### src/rtl/ha_flow_pkg.sv
// Shared definitions for the HA token-flow blocks: default widths, the
// arbiter state encoding and a constant-evaluable clog2 helper.
package ha_flow_pkg;

  // Default token data width, matching the HA_*W DataIn_1_BW/DataOut_1_BW widths.
  localparam int DATA_BW_DEF = 32;

  // Arbiter states: IDLE picks a new winner every beat, LOCK holds a multi-beat packet.
  typedef enum logic {
    IDLE = 1'b0,
    LOCK = 1'b1
  } arbState_t;

  // Ceiling log2, usable in parameter defaults. Returns 0 for values <= 1.
  function automatic int clog2(input int value);
    int result;
    result = 0;
    while ((1 << result) < value) begin
      result++;
    end
    return result;
  endfunction

endpackage

### src/rtl/ha_rr_picker.sv
// Combinational round-robin picker: starting at rrPtr and wrapping modulo
// NUM_REQ, selects the first asserted request and reports it as a one-hot
// grant and as an index. Shared by the token arbiter and later schedulers.
module ha_rr_picker
  import ha_flow_pkg::*;
#(
  parameter int NUM_REQ = 4,
  parameter int TAG_BW  = clog2(NUM_REQ)
) (
  input  logic [NUM_REQ-1:0] reqVec,
  input  logic [TAG_BW-1:0]  rrPtr,
  output logic               anyReq,
  output logic [NUM_REQ-1:0] grantOnehot,
  output logic [TAG_BW-1:0]  grantIdx
);

  // Scan rrPtr, rrPtr+1, ... and keep only the first asserted request.
  always_comb begin
    int cand;
    // NOTE: every output gets a default before the loop; a path that leaves
    // one unassigned would infer a latch.
    cand        = 0;
    anyReq      = 1'b0;
    grantOnehot = '0;
    grantIdx    = '0;
    for (int k = 0; k < NUM_REQ; k++) begin
      cand = int'(rrPtr) + k;
      if (cand >= NUM_REQ) begin
        cand = cand - NUM_REQ;
      end
      if (!anyReq && reqVec[cand]) begin
        anyReq            = 1'b1;
        grantOnehot[cand] = 1'b1;
        grantIdx          = TAG_BW'(cand);
      end
    end
  end

endmodule

### src/rtl/ha_token_arbiter.sv
// Shares one HA_TW token stage between NUM_REQ HA_INW input streams.
// Round-robin between streams, packet lock until the last beat, and a single
// output register per beat carrying data, last flag and source tag.
module ha_token_arbiter
  import ha_flow_pkg::*;
#(
  parameter int NUM_REQ = 4,
  parameter int DATA_BW = DATA_BW_DEF,
  parameter int TAG_BW  = clog2(NUM_REQ)
) (
  input  logic                       clk,
  input  logic                       rst,
  input  logic [NUM_REQ-1:0]         req_valid,
  input  logic [NUM_REQ-1:0]         req_last,
  input  logic [NUM_REQ*DATA_BW-1:0] req_data,
  output logic [NUM_REQ-1:0]         req_ready,
  output logic                       tok_valid,
  output logic [DATA_BW-1:0]         tok_data,
  output logic [TAG_BW-1:0]          tok_tag,
  output logic                       tok_last,
  input  logic                       tok_ready,
  output logic [TAG_BW-1:0]          cur_grant,
  output logic                       locked,
  output logic [15:0]                pkt_cnt
);

  arbState_t          state;
  logic [TAG_BW-1:0]  rrPtr;
  logic               loadEn;
  logic               pickAny;
  logic [NUM_REQ-1:0] pickOnehot;
  logic [TAG_BW-1:0]  pickIdx;
  logic [TAG_BW-1:0]  selIdx;
  logic               accept;
  logic               selLast;
  logic [DATA_BW-1:0] selData;

  // Wrap-around successor of a requester index.
  function automatic logic [TAG_BW-1:0] nextIdx(input logic [TAG_BW-1:0] idx);
    return (idx == TAG_BW'(NUM_REQ - 1)) ? '0 : idx + 1'b1;
  endfunction

  ha_rr_picker #(
    .NUM_REQ (NUM_REQ),
    .TAG_BW  (TAG_BW)
  ) u_picker (
    .reqVec      (req_valid),
    .rrPtr       (rrPtr),
    .anyReq      (pickAny),
    .grantOnehot (pickOnehot),
    .grantIdx    (pickIdx)
  );

  // The output register can take a new beat when empty or draining this cycle.
  assign loadEn = !tok_valid || tok_ready;
  assign locked = (state == LOCK);

  // Choose the source of this cycle's beat and drive the per-requester accepts.
  // While reset is held no requester may see an accept, so req_ready is gated.
  always_comb begin
    req_ready = '0;
    selIdx    = (state == LOCK) ? cur_grant : pickIdx;
    accept    = 1'b0;
    if (rst && loadEn) begin
      if (state == IDLE) begin
        req_ready = pickOnehot;
        accept    = pickAny;
      end else begin
        req_ready[cur_grant] = 1'b1;
        accept               = req_valid[cur_grant];
      end
    end
    selLast = req_last[selIdx];
    selData = req_data[int'(selIdx)*DATA_BW +: DATA_BW];
  end

  // FSM, round-robin pointer, output register and packet counter.
  always_ff @(posedge clk or negedge rst) begin
    if (!rst) begin
      state     <= IDLE;
      rrPtr     <= '0;
      cur_grant <= '0;
      tok_valid <= 1'b0;
      tok_data  <= '0;
      tok_tag   <= '0;
      tok_last  <= 1'b0;
      pkt_cnt   <= '0;
    end else begin
      // NOTE: non-blocking assignments keep every register sampling the
      // pre-edge values, independent of statement order in this block.
      if (accept) begin
        tok_valid <= 1'b1;
        tok_data  <= selData;
        tok_tag   <= selIdx;
        tok_last  <= selLast;
      end else if (tok_ready) begin
        tok_valid <= 1'b0;
      end

      case (state)
        IDLE: begin
          if (accept) begin
            if (selLast) begin
              rrPtr   <= nextIdx(selIdx);
              pkt_cnt <= pkt_cnt + 16'd1;
            end else begin
              state     <= LOCK;
              cur_grant <= selIdx;
            end
          end
        end
        LOCK: begin
          if (accept && selLast) begin
            state   <= IDLE;
            rrPtr   <= nextIdx(cur_grant);
            pkt_cnt <= pkt_cnt + 16'd1;
          end
        end
        default: state <= IDLE;
      endcase
    end
  end

endmodule

### config.mk
export PLATFORM = sky130hd
export DESIGN_NAME = ha_token_arbiter
export DESIGN_NICKNAME = d
export VERILOG_FILES = /design/src/rtl/ha_flow_pkg.sv /design/src/rtl/ha_rr_picker.sv /design/src/rtl/ha_token_arbiter.sv
export SDC_FILE = /design/constraint.sdc
export NUM_CORES = 1
export LEC_CHECK = 0
export CELL_PAD_IN_SITES_DETAIL_PLACEMENT = 0
export CELL_PAD_IN_SITES_GLOBAL_PLACEMENT = 1
export CORE_MARGIN = 1.5
export CORE_UTILIZATION = 30
export CTS_CLUSTER_DIAMETER = 150
export DETAILED_ROUTE_END_ITERATION = 12
export PLACE_DENSITY = 0.8
export SLEW_MARGIN = 10
export SYNTH_ARGS = -nofsm -noshare
export SYNTH_HDL_FRONTEND = slang
export SYNTH_SLANG_ARGS = --single-unit
### constraint.sdc
create_clock -name clk -period 4.8 [get_ports clk]
set_clock_uncertainty 0.05 [all_clocks]
set_input_delay 1.2 -clock clk [delete_from_list [all_inputs] [get_ports clk]]
set_output_delay 1.2 -clock clk [all_outputs]
set_load 0.02 [all_outputs]
==> impl_metrics.tcl, run 1 <==
set metrics [dict create \
    status "complete, no violations" \
    synth_top_area_share_pct 35.78 \
    path_clk_slew_ns 0.06 \
    gr-usage-all-layers_pct 16.96 \
    async_reset_ff_share_pct 100.0 \
    routed_via_density 4.774 \
    synth-edff-count 0 \
    fin_crit_ns 4.585 \
    slowest_stage "clkdlybuf4s50_1" \
    final_hold_viol_count 0 \
    crit_type "in -> out" \
    critPathLaunchType "input port" \
    root_buffer "clkbuf_16" \
    crit_family "buffers and inverters" \
    peakVddDrop_mv 0.2422 \
    path_cells "clkdlybuf4s50_1, mux4_2, nand2b_1, nor3_1, buf_4, a221oi_1, a211oi_1, clkbuf_2" \
    route.detailed.drc 0 \
    synth_area_leaders "dfrtp_1 36%, mux2i_1 17%, mux2_2 9.6%, nand2_1 4.5%, o21ai_1 4.4%" \
    max_freq_mhz 218.1 \
    grt_pass1_wl_um 19220 \
    fin_tns_setup_ns 0 \
    ys_seq_area_share_pct 35.78 \
    pin_count 198 \
    syn_area_mm2 0.003986 \
    cap_violations 0 \
    synthTopCellsByCount "67 x mux2i_1, 57 x dfrtp_1, 48 x nand2_1" \
    diodes 0 \
    met1_length_um 4759 \
    grt_setup_unrepaired "no" \
    top_layer "met4" \
    gp_congestion 0.8497 \
    path_buf_inv 3 \
    grt-ovfl-total 0 \
    cts-htree-levels 3 \
    num-fill-cells 1186 \
    required_ns 3.55 \
    clock-sinks 57 \
    max_slew_margin_pct 52.25 \
    port_buffers 197 \
    synth_cells 399 \
    cp_max_fo 9 \
    detail_route.wirelength_um 11400 \
    die_height_um 118.3 \
    dr_wl_met2_um 5673 \
    ys.flop_type "dfrtp_1" \
    core_mm2 0.01277 \
    powerDensity_mw_per_mm2 610.7 \
    hold_buffers 0 \
    drtAntennaViolNets 0 \
    die_x_um 118.3 \
    min_path_type "reg -> reg" \
    grt_max_degree 58 \
    dpl-instance-area_mm2 0.006200 \
    cts_buffer_depth 2 \
    cp_slowest_stage_delay_ns 0.54 \
    fin_crit_sh_pct 95.51 \
    drive_above_1_share_pct 13.93 \
    synth.most_common_cell "mux2i_1" \
    via_count 3700 \
    final_area_mm2 0.006528 \
    synth_top_area_cell "dfrtp_1" \
    slew_violations 0 \
    setup_viol 0 \
    die-area_mm2 0.01399 \
    cts_tree "built" \
    start_util_pct 31.21 \
    end_kind "output port" \
    clock_insertion_delay_worst_skew_ns 0.32 \
    crit_arrival_ns 3.33 \
    worstMarginPinSlew_ns 0.7163 \
    synth_nets 548 \
    rows 41 \
    syn_area_per_cell_um2 9.991 \
    wl_met3_um 767 \
    yosys.cell_types.count 44 \
    drt_pass1_iterations 4 \
    first_iter_violations 169 \
    ys_ff_latch 57 \
    dp_hpwl_um 8840 \
    power.total_mw 3.986 \
    cts_buffers 9 \
    grt_pass1_vias 3754 \
    synth_warnings 0 \
    power.leakage_nw 2.999 \
    wl_per_cell_um 14.71 \
    antenna_found_initial 0 \
    syn2layout_area_growth_pct 63.75 \
    layout.nets 747 \
]
## sequential cells by signal, summed over array words and instances (netlist names), named ones only
signal and cells:
pkt_cnt 16, tok_tag 2, rrPtr 2, tok_last 1
tok_data 32, tok_valid 1, cur_grant 2
## worst register-to-register path: stages (launching register included)
cell and delay [ns]:
dfrtp_1 0.50, inv_1 0.17, ha_1 0.42, mux4_2 0.57, buf_4 0.19, clkinv_1 0.05
nand2_2 0.07, o311ai_4 0.32, a2111oi_2 0.08, or3_4 0.55, nor4_1 0.38, xor2_1 0.19
## cell usage in the layout, fill, tap and decap left out, types with 7 or more instances in the layout
| cell | netlist | final |
|---|---|---|
| buf_4 | 6 | 14 |
| clkbuf_16 | 0 | 9 |
| clkdlybuf4s50_1 | 0 | 192 |
| dfrtp_1 | 57 | 57 |
| ha_1 | 10 | 10 |
| inv_1 | 13 | 13 |
| mux2_2 | 34 | 34 |
| mux2i_1 | 67 | 67 |
| nand2_1 | 48 | 48 |
| nand3_1 | 8 | 8 |
| nor2_1 | 17 | 16 |
| o21ai_0 | 7 | 7 |
| o21ai_1 | 35 | 34 |
| xor2_1 | 11 | 11 |
## path summary, 6_finish.rpt
kind | start | to | slack [ns] | cells after the start
setup / recovery | req_valid[0] | req_ready[0] | 0.22 | 8
hold / removal | pkt_cnt[15] | pkt_cnt[15] | 0.41 | 1
setup reg to reg | rrPtr[1] | pkt_cnt[14] | 1.19 | 11
hold reg to reg | pkt_cnt[15] | pkt_cnt[15] | 0.41 | 1
max in group asynchronous | rst | tok_data[27] | 3.18 | 2
min in group asynchronous | rst | pkt_cnt[15] | 1.03 | 2
## per-layer routing
metal / track usage, % / vias up
met5: 0 / -
met4: 5.869 / 0
met3: 4.151 / 14
met2: 29.14 / 135
met1: 20.62 / 1712
li1: - / 1839
## area by class of cell
class	instances	area [um2]	share of cell area [%]
clock inverters	5	102.6	1.572
inverters	14	52.55	0.8051
flip-flops and latches	57	1426	21.85
clock buffers	11	242.7	3.719
well taps	172	215.2	3.297
multi-input cells	303	2396	36.71
repair buffers	213	2092	32.05
## logic make-up (layout without fill, tap and decap cells)
group	count (synthesis)	count (layout)	synth area share, %
muxes	109	109	30.10
and+or+nand+nor	99	99	11.49
AOI/OAI and AO/OA	69	69	11.24
DFF	57	57	35.78
buffers and inverters	39	243	4.739
xor gates and xnor gates	16	16	3.515
adders and majority gates	10	10	3.139
## per-stage QoR
step | worst slack, ns | util (%) | cells | hold WS [ns]
after floorplan | 0.4726 | - | 399 | 0.5277
after global placement | -0.1336 | 48.54 | 759 | 0.4068
after detailed placement | -0.2225 | 48.54 | 759 | 0.4143
after CTS | 0.05600 | 51.22 | 775 | 0.4243
after global routing | 0.005888 | 51.10 | 775 | 0.4576
final | 0.2155 | 51.10 | 775 | 0.4137
## power by group
part	internal, mW	total [mW]	switching [mW]
clock	0.520	0.737	0.217
sequential	0.677	0.849	0.172
combinational	1.20	2.40	1.20
total	2.40	3.99	1.59
## timing repair
| action | in CTS | in global routing |
|---|---|---|
| endpoints found under the setup margin | 4 | 4 |
| setup buffers | 0 | 0 |
| gates resized for setup | 5 | 12 |
Power figures use the tool's default switching activity.
==> run 2, diff against run 1 <==
- CORE_MARGIN: 1.5 -> 2
- CTS_BUF_LIST: unset -> sky130_fd_sc_hd__clkbuf_4 sky130_fd_sc_hd__clkbuf_8
==> run 2 against run 1 <==
Worst hold slack gained 0.0079 ns. Via count shrank 0.35%. Sequential share of layout area grew 0.39 points. Setup slack lost 0.067 ns. Die area grew 1.7%. Register-to-register slack gained 0.22 ns. Critical path depth grew 2. Critical path type unchanged.
==> impl_metrics.tcl, run 2 (same netlist as run 1, synthesis figures left out) <==
set metrics [dict create \
    status "complete, no violations" \
    largest_reg_flops 32 \
    start_util_pct 30.46 \
    power.leakage_nw 2.961 \
    grt_setup_unrepaired "no" \
    hold_buffers 0 \
    antenna_found_initial 0 \
    fin_crit_ns 4.651 \
    crit_type "in -> out" \
    utilization_pct 49.01 \
    final_cell_mix "192 x clkdlybuf4s50_1, 67 x mux2i_1, 57 x dfrtp_1" \
    cts_setup_buffers 0 \
    max_freq_mhz 215.0 \
    cts_buffers 9 \
    powerDensity_mw_per_mm2 576.5 \
    die_x_um 119.3 \
    grt_max_degree 66 \
    route.detailed.drc 0 \
    first_iter_violations 191 \
    clock_insertion_delay_worst_skew_ns 0.33 \
    largestRegisters "tok_data: 32 flops, pkt_cnt: 16 flops" \
    core_mm2 0.01309 \
    fin_ws_ns 0.1488 \
    gp_congestion 0.8596 \
    layout.nets 751 \
    setup_viol 0 \
    final_hold_viol_count 0 \
    final_area_mm2 0.006412 \
    end_kind "output port" \
    cap_violations 0 \
    die_height_um 119.3 \
    pre_cts_ws_ns -0.1343 \
    pin_count 198 \
    detail_route.wirelength_um 11360 \
    slew_violations 0 \
    fin_crit_sh_pct 96.90 \
    dp_hpwl_um 8776 \
    grt_pass1_wl_um 18970 \
    peakVddDrop_mv 0.2406 \
    via_count 3687 \
    wl_per_cell_um 14.52 \
    multi_input_area_mm2 0.002394 \
    clock-sinks 57 \
    worstMarginPinSlew_ns 0.7288 \
    regArea_mm2 0.001426 \
    power.total_mw 3.696 \
    drt_pass1_iterations 4 \
    port_buffers 197 \
    num-fill-cells 1239 \
    final_common_cell "clkdlybuf4s50_1" \
    regMostFlops "tok_data" \
    die-area_mm2 0.01423 \
    crit_arrival_ns 3.40 \
    dpl-instance-area_mm2 0.006222 \
    max_slew_margin_pct 51.41 \
    grt-ovfl-total 0 \
    path_clk_slew_ns 0.07 \
    grt_pass1_vias 3791 \
    diodes 0 \
    drive_above_1_share_pct 13.86 \
    cp_max_fo 5 \
    gr-usage-all-layers_pct 16.65 \
    cts_tree "built" \
    root_buffer "clkbuf_8" \
    required_ns 3.55 \
    routed_via_density 4.715 \
    critPathLaunchType "input port" \
    min_path_type "reg -> reg" \
    cts-htree-levels 3 \
    syn2layout_area_growth_pct 60.86 \
    drtAntennaViolNets 0 \
    rows 42 \
    cts_buffer_depth 2 \
]
[run 2: routing by layer]
layer	GRT usage [%]	vias to the layer above	share of wire (%)
li1	-	1842	-
met1	20.08	1708	42
met2	28.41	126	50
met3	4.502	11	7.2
met4	6.027	0	1.2
met5	0	-	0
[run 2: final timing paths]
| check | from | end | slack, ns | cells after the start |
|---|---|---|---|---|
| max | req_valid[1] | req_ready[3] | 0.15 | 10 |
| min | pkt_cnt[15] | pkt_cnt[15] | 0.42 | 1 |
| max reg2reg | rrPtr[0] | pkt_cnt[10] | 1.41 | 11 |
| min reg2reg | pkt_cnt[15] | pkt_cnt[15] | 0.42 | 1 |
| max in group asynchronous | rst | rrPtr[1] | 3.19 | 2 |
| min in group asynchronous | rst | pkt_cnt[11] | 1.02 | 2 |
[run 2: repair_timing]
| action | in CTS | in global routing |
|---|---|---|
| cloned | 0 | 0 |
| gates resized for setup | 4 | 3 |
| setup endpoints to repair | 4 | 1 |
[run 2: final cells by class]
cell class	instances	share of cell area, %
inverter	14	0.8195
clock inverter	3	0.6244
clock buffer	12	2.478
timing repair buffer	217	33.07
tap	176	3.434
sequential	57	22.24
multi-input combinational	303	37.33
[run 2: critical path, stage by stage]
cell             delay [ns]
clkdlybuf4s50_1        0.56
buf_4                  0.16
mux2i_1                0.06
mux2_2                 0.28
nor2_1                 0.25
a22oi_1                0.11
o21ai_0                0.17
a211oi_1               0.07
a211oi_1               0.19
dlygate4sd2_1          0.36
[run 2: power breakdown]
group | switching [mW] | internal, mW | leakage [nW]
combinational | 1.21 | 1.19 | 2.15
clock | 0.189 | 0.269 | 0.106
sequential | 0.160 | 0.676 | 0.707
total | 1.56 | 2.14 | 2.96
[run 2: metrics by stage]
step | hold WS (ns) | setup TNS [ns] | cells
floorplan | 0.5277 | 0 | 399
detailed placement | 0.4127 | -0.4827 | 767
global route | 0.4567 | 0 | 782
CTS | 0.4227 | 0 | 782
finish | 0.4216 | 0 | 782
global placement | 0.4068 | -0.2066 | 767
==> RTL edit (flow settings as in run 1) <==
Register the output `pkt_cnt` once more, with the module's reset; this adds one clock of latency there. The other outputs are not delayed to match.
--- a/src/rtl/ha_token_arbiter.sv
+++ b/src/rtl/ha_token_arbiter.sv
@@ -23,6 +23,8 @@
   output logic                       locked,
   output logic [15:0]                pkt_cnt
 );
+
+  logic [15:0] pkt_cnt_s0;
 
   arbState_t          state;
   logic [TAG_BW-1:0]  rrPtr;
@@ -84,7 +86,7 @@
       tok_data  <= '0;
       tok_tag   <= '0;
       tok_last  <= 1'b0;
-      pkt_cnt   <= '0;
+      pkt_cnt_s0 <= '0;
     end else begin
       // NOTE: non-blocking assignments keep every register sampling the
       // pre-edge values, independent of statement order in this block.
@@ -102,7 +104,7 @@
           if (accept) begin
             if (selLast) begin
               rrPtr   <= nextIdx(selIdx);
-              pkt_cnt <= pkt_cnt + 16'd1;
+              pkt_cnt_s0 <= pkt_cnt_s0 + 16'd1;
             end else begin
               state     <= LOCK;
               cur_grant <= selIdx;
@@ -113,7 +115,7 @@
           if (accept && selLast) begin
             state   <= IDLE;
             rrPtr   <= nextIdx(cur_grant);
-            pkt_cnt <= pkt_cnt + 16'd1;
+            pkt_cnt_s0 <= pkt_cnt_s0 + 16'd1;
           end
         end
         default: state <= IDLE;
@@ -121,5 +123,13 @@
     end
   end
 
+  always_ff @(posedge clk or negedge rst) begin
+    if (!rst) begin
+      pkt_cnt <= '0;
+    end else begin
+      pkt_cnt <= pkt_cnt_s0;
+    end
+  end
+
 endmodule
 
Behaviour: not the same (Yosys sat finds a counterexample within 4 cycles, from zero or initial values and one cycle with rst low).
==> RTL edit against run 1 <==
  * Register-to-register slack lost 60 ps
  * Wire length grew 8.4%
  * Sequential cell count grew 16
  * Via count grew 5.5%
  * Die area grew 9.2%
  * Design area grew 5.2%
  * Setup slack lost 49 ps
  * Critical path depth grew 2
  * Global-route usage shrank 0.80 points
  * Clock power shrank 18%
  * Non-clock buffer count grew 2
  * Synthesized area grew 9.5%
  * Total power grew 6.7%
  * Critical endpoint is now req_ready[2]
  * Largest cell class unchanged
==> RTL edit: results (changes against run 1) <==
Synth top cells by count=dfrtp_1, nand2_1, inv_1; routed vias=3903 (+5.5%); worst hold path startpoint=pkt_cnt_s0[15]; Switch Pwr=1.787 mW (+12%); crit path max fanout=6 (-3); slowest stage delay, CP=500 ps (-40 ps); sequential fraction of the synthesis area=41.86% (+6.1 points); Static Leakage=2.971 nW (-0.93%); Relative slew margins=38.86% (-13 points); Arrival @ worst endpoint=3380 ps (+50 ps); first-pass GRT wire length=18880 um (-1.8%); most numerous cell in the Yosys netlist=dfrtp_1; status=finished clean; Final Wtd Congestion=0.7611 (-10%); Hold Path Sink=pkt_cnt[15]; FF-to-FF Start=rrPtr[0]; Largest regs=tok_data x32, pkt_cnt x16, pkt_cnt_s0 x16; syn_nets=586 (+6.9%); largest net degree at the start of global routing=74 (+28%); WL final=12350 um (+8.4%); Final HPWL DP=9549 um (+8.0%); placed inst area=6595 um2 (+6.4%); global-route usage over all layers=16.17% (-0.80 points); multi-input logic area=2273 um2 (-5.1%); Yosys cell types=41 (-6.8%)
==> RTL edit: cell types whose count changed after synthesis, sizes merged, moves of 8 or more <==
| cell | change |
|---|---|
| o211ai | +31 |
| inv | +27 |
| mux2i | -30 |
| xor2 | -10 |
| xnor2 | +10 |
| clkbuf | +8 |
| dfrtp | +16 |
==> RTL edit: cell type report <==
cell class	instances	share of cell area (%)
Clock inverter	6	0.6561
Clock buffer	9	3.280
Multi-Input combinational cell	293	33.11
Inverter	40	2.187
Tap cell	180	3.280
Sequential cell	73	26.61
Timing Repair Buffer	215	30.87
==> RTL edit: how the worst max path moves through the flow <==
stage / slack, ps / depth (start not counted) / to / from
2_1_floorplan: 490 / 6 / req_ready[3] / req_valid[3]
3_3_place_gp: -240 / 7 / req_ready[3] / req_valid[0]
3_5_place_dp: -360 / 7 / req_ready[3] / req_valid[0]
4_1_cts: 20 / 7 / req_ready[3] / req_valid[0]
5_1_grt: 20 / 11 / req_ready[2] / req_valid[3]
6_report: 170 / 10 / req_ready[2] / req_valid[3]
==> RTL edit: timing repair <==
action / 4_1_cts / 5_1_grt
endpoints found under the setup margin: 4 / 4
gates resized for setup: 5 / 10
buffers inserted: 0 / 1
endpoints found under the hold margin: 0 / 0
==> RTL edit: power groups by stage <==
stage	Clock, mW	Sequential, mW	Combinational, mW
final	0.605	1.00	2.64
after global routing	0.653	1.04	2.90
after CTS	0.625	1.01	2.67
after detailed placement	0	1.01	2.67
after global placement	0	1.00	2.65
after floorplan	0	1.20	1.53
==> RTL edit: kinds of logic after synthesis <==
logic type	after synthesis	synth area share, %
AO/OA/AOI/OAI	97	14.74
XOR/XNOR	16	3.211
adder cells (fa/ha/maj)	10	2.867
buffers and inverters	71	6.393
flip-flops	73	41.86
multiplexers	80	21.04
AND/OR/NAND/NOR	90	9.891
==> RTL edit: worst reg2reg max path: cells and delay by family (launching register included) <==
kind                       cells  cell delay [ps]
muxes                          2              890
buffers and inverters          3              510
AOI/OAI and AO/OA              3              910
and+or+nand+nor                2              430
adders and majority gates      1              430
DFF                            1              340
==> RTL edit: layer usage <==
layer	global-route usage, %	vias up	wire length, um
li1	-	1923	-
met1	19.05	1838	4912
met2	28.21	129	6434
met3	4.945	13	843
met4	4.885	0	162
met5	0	-	0
==> RTL edit: per-stage QoR <==
stage / hold slack, ps / instances / total power [mW] / setup slack, ps
final: 356.8 / 816 / 4.254 / 166.9
after global routing: 385.8 / 816 / 4.595 / 15.22
after CTS: 360.5 / 815 / 4.307 / 15.77
after detailed placement: 334.7 / 800 / 3.683 / -363.7
after global placement: 337.8 / 800 / 3.649 / -244.8
after floorplan: 322.9 / 437 / 2.723 / 485.1
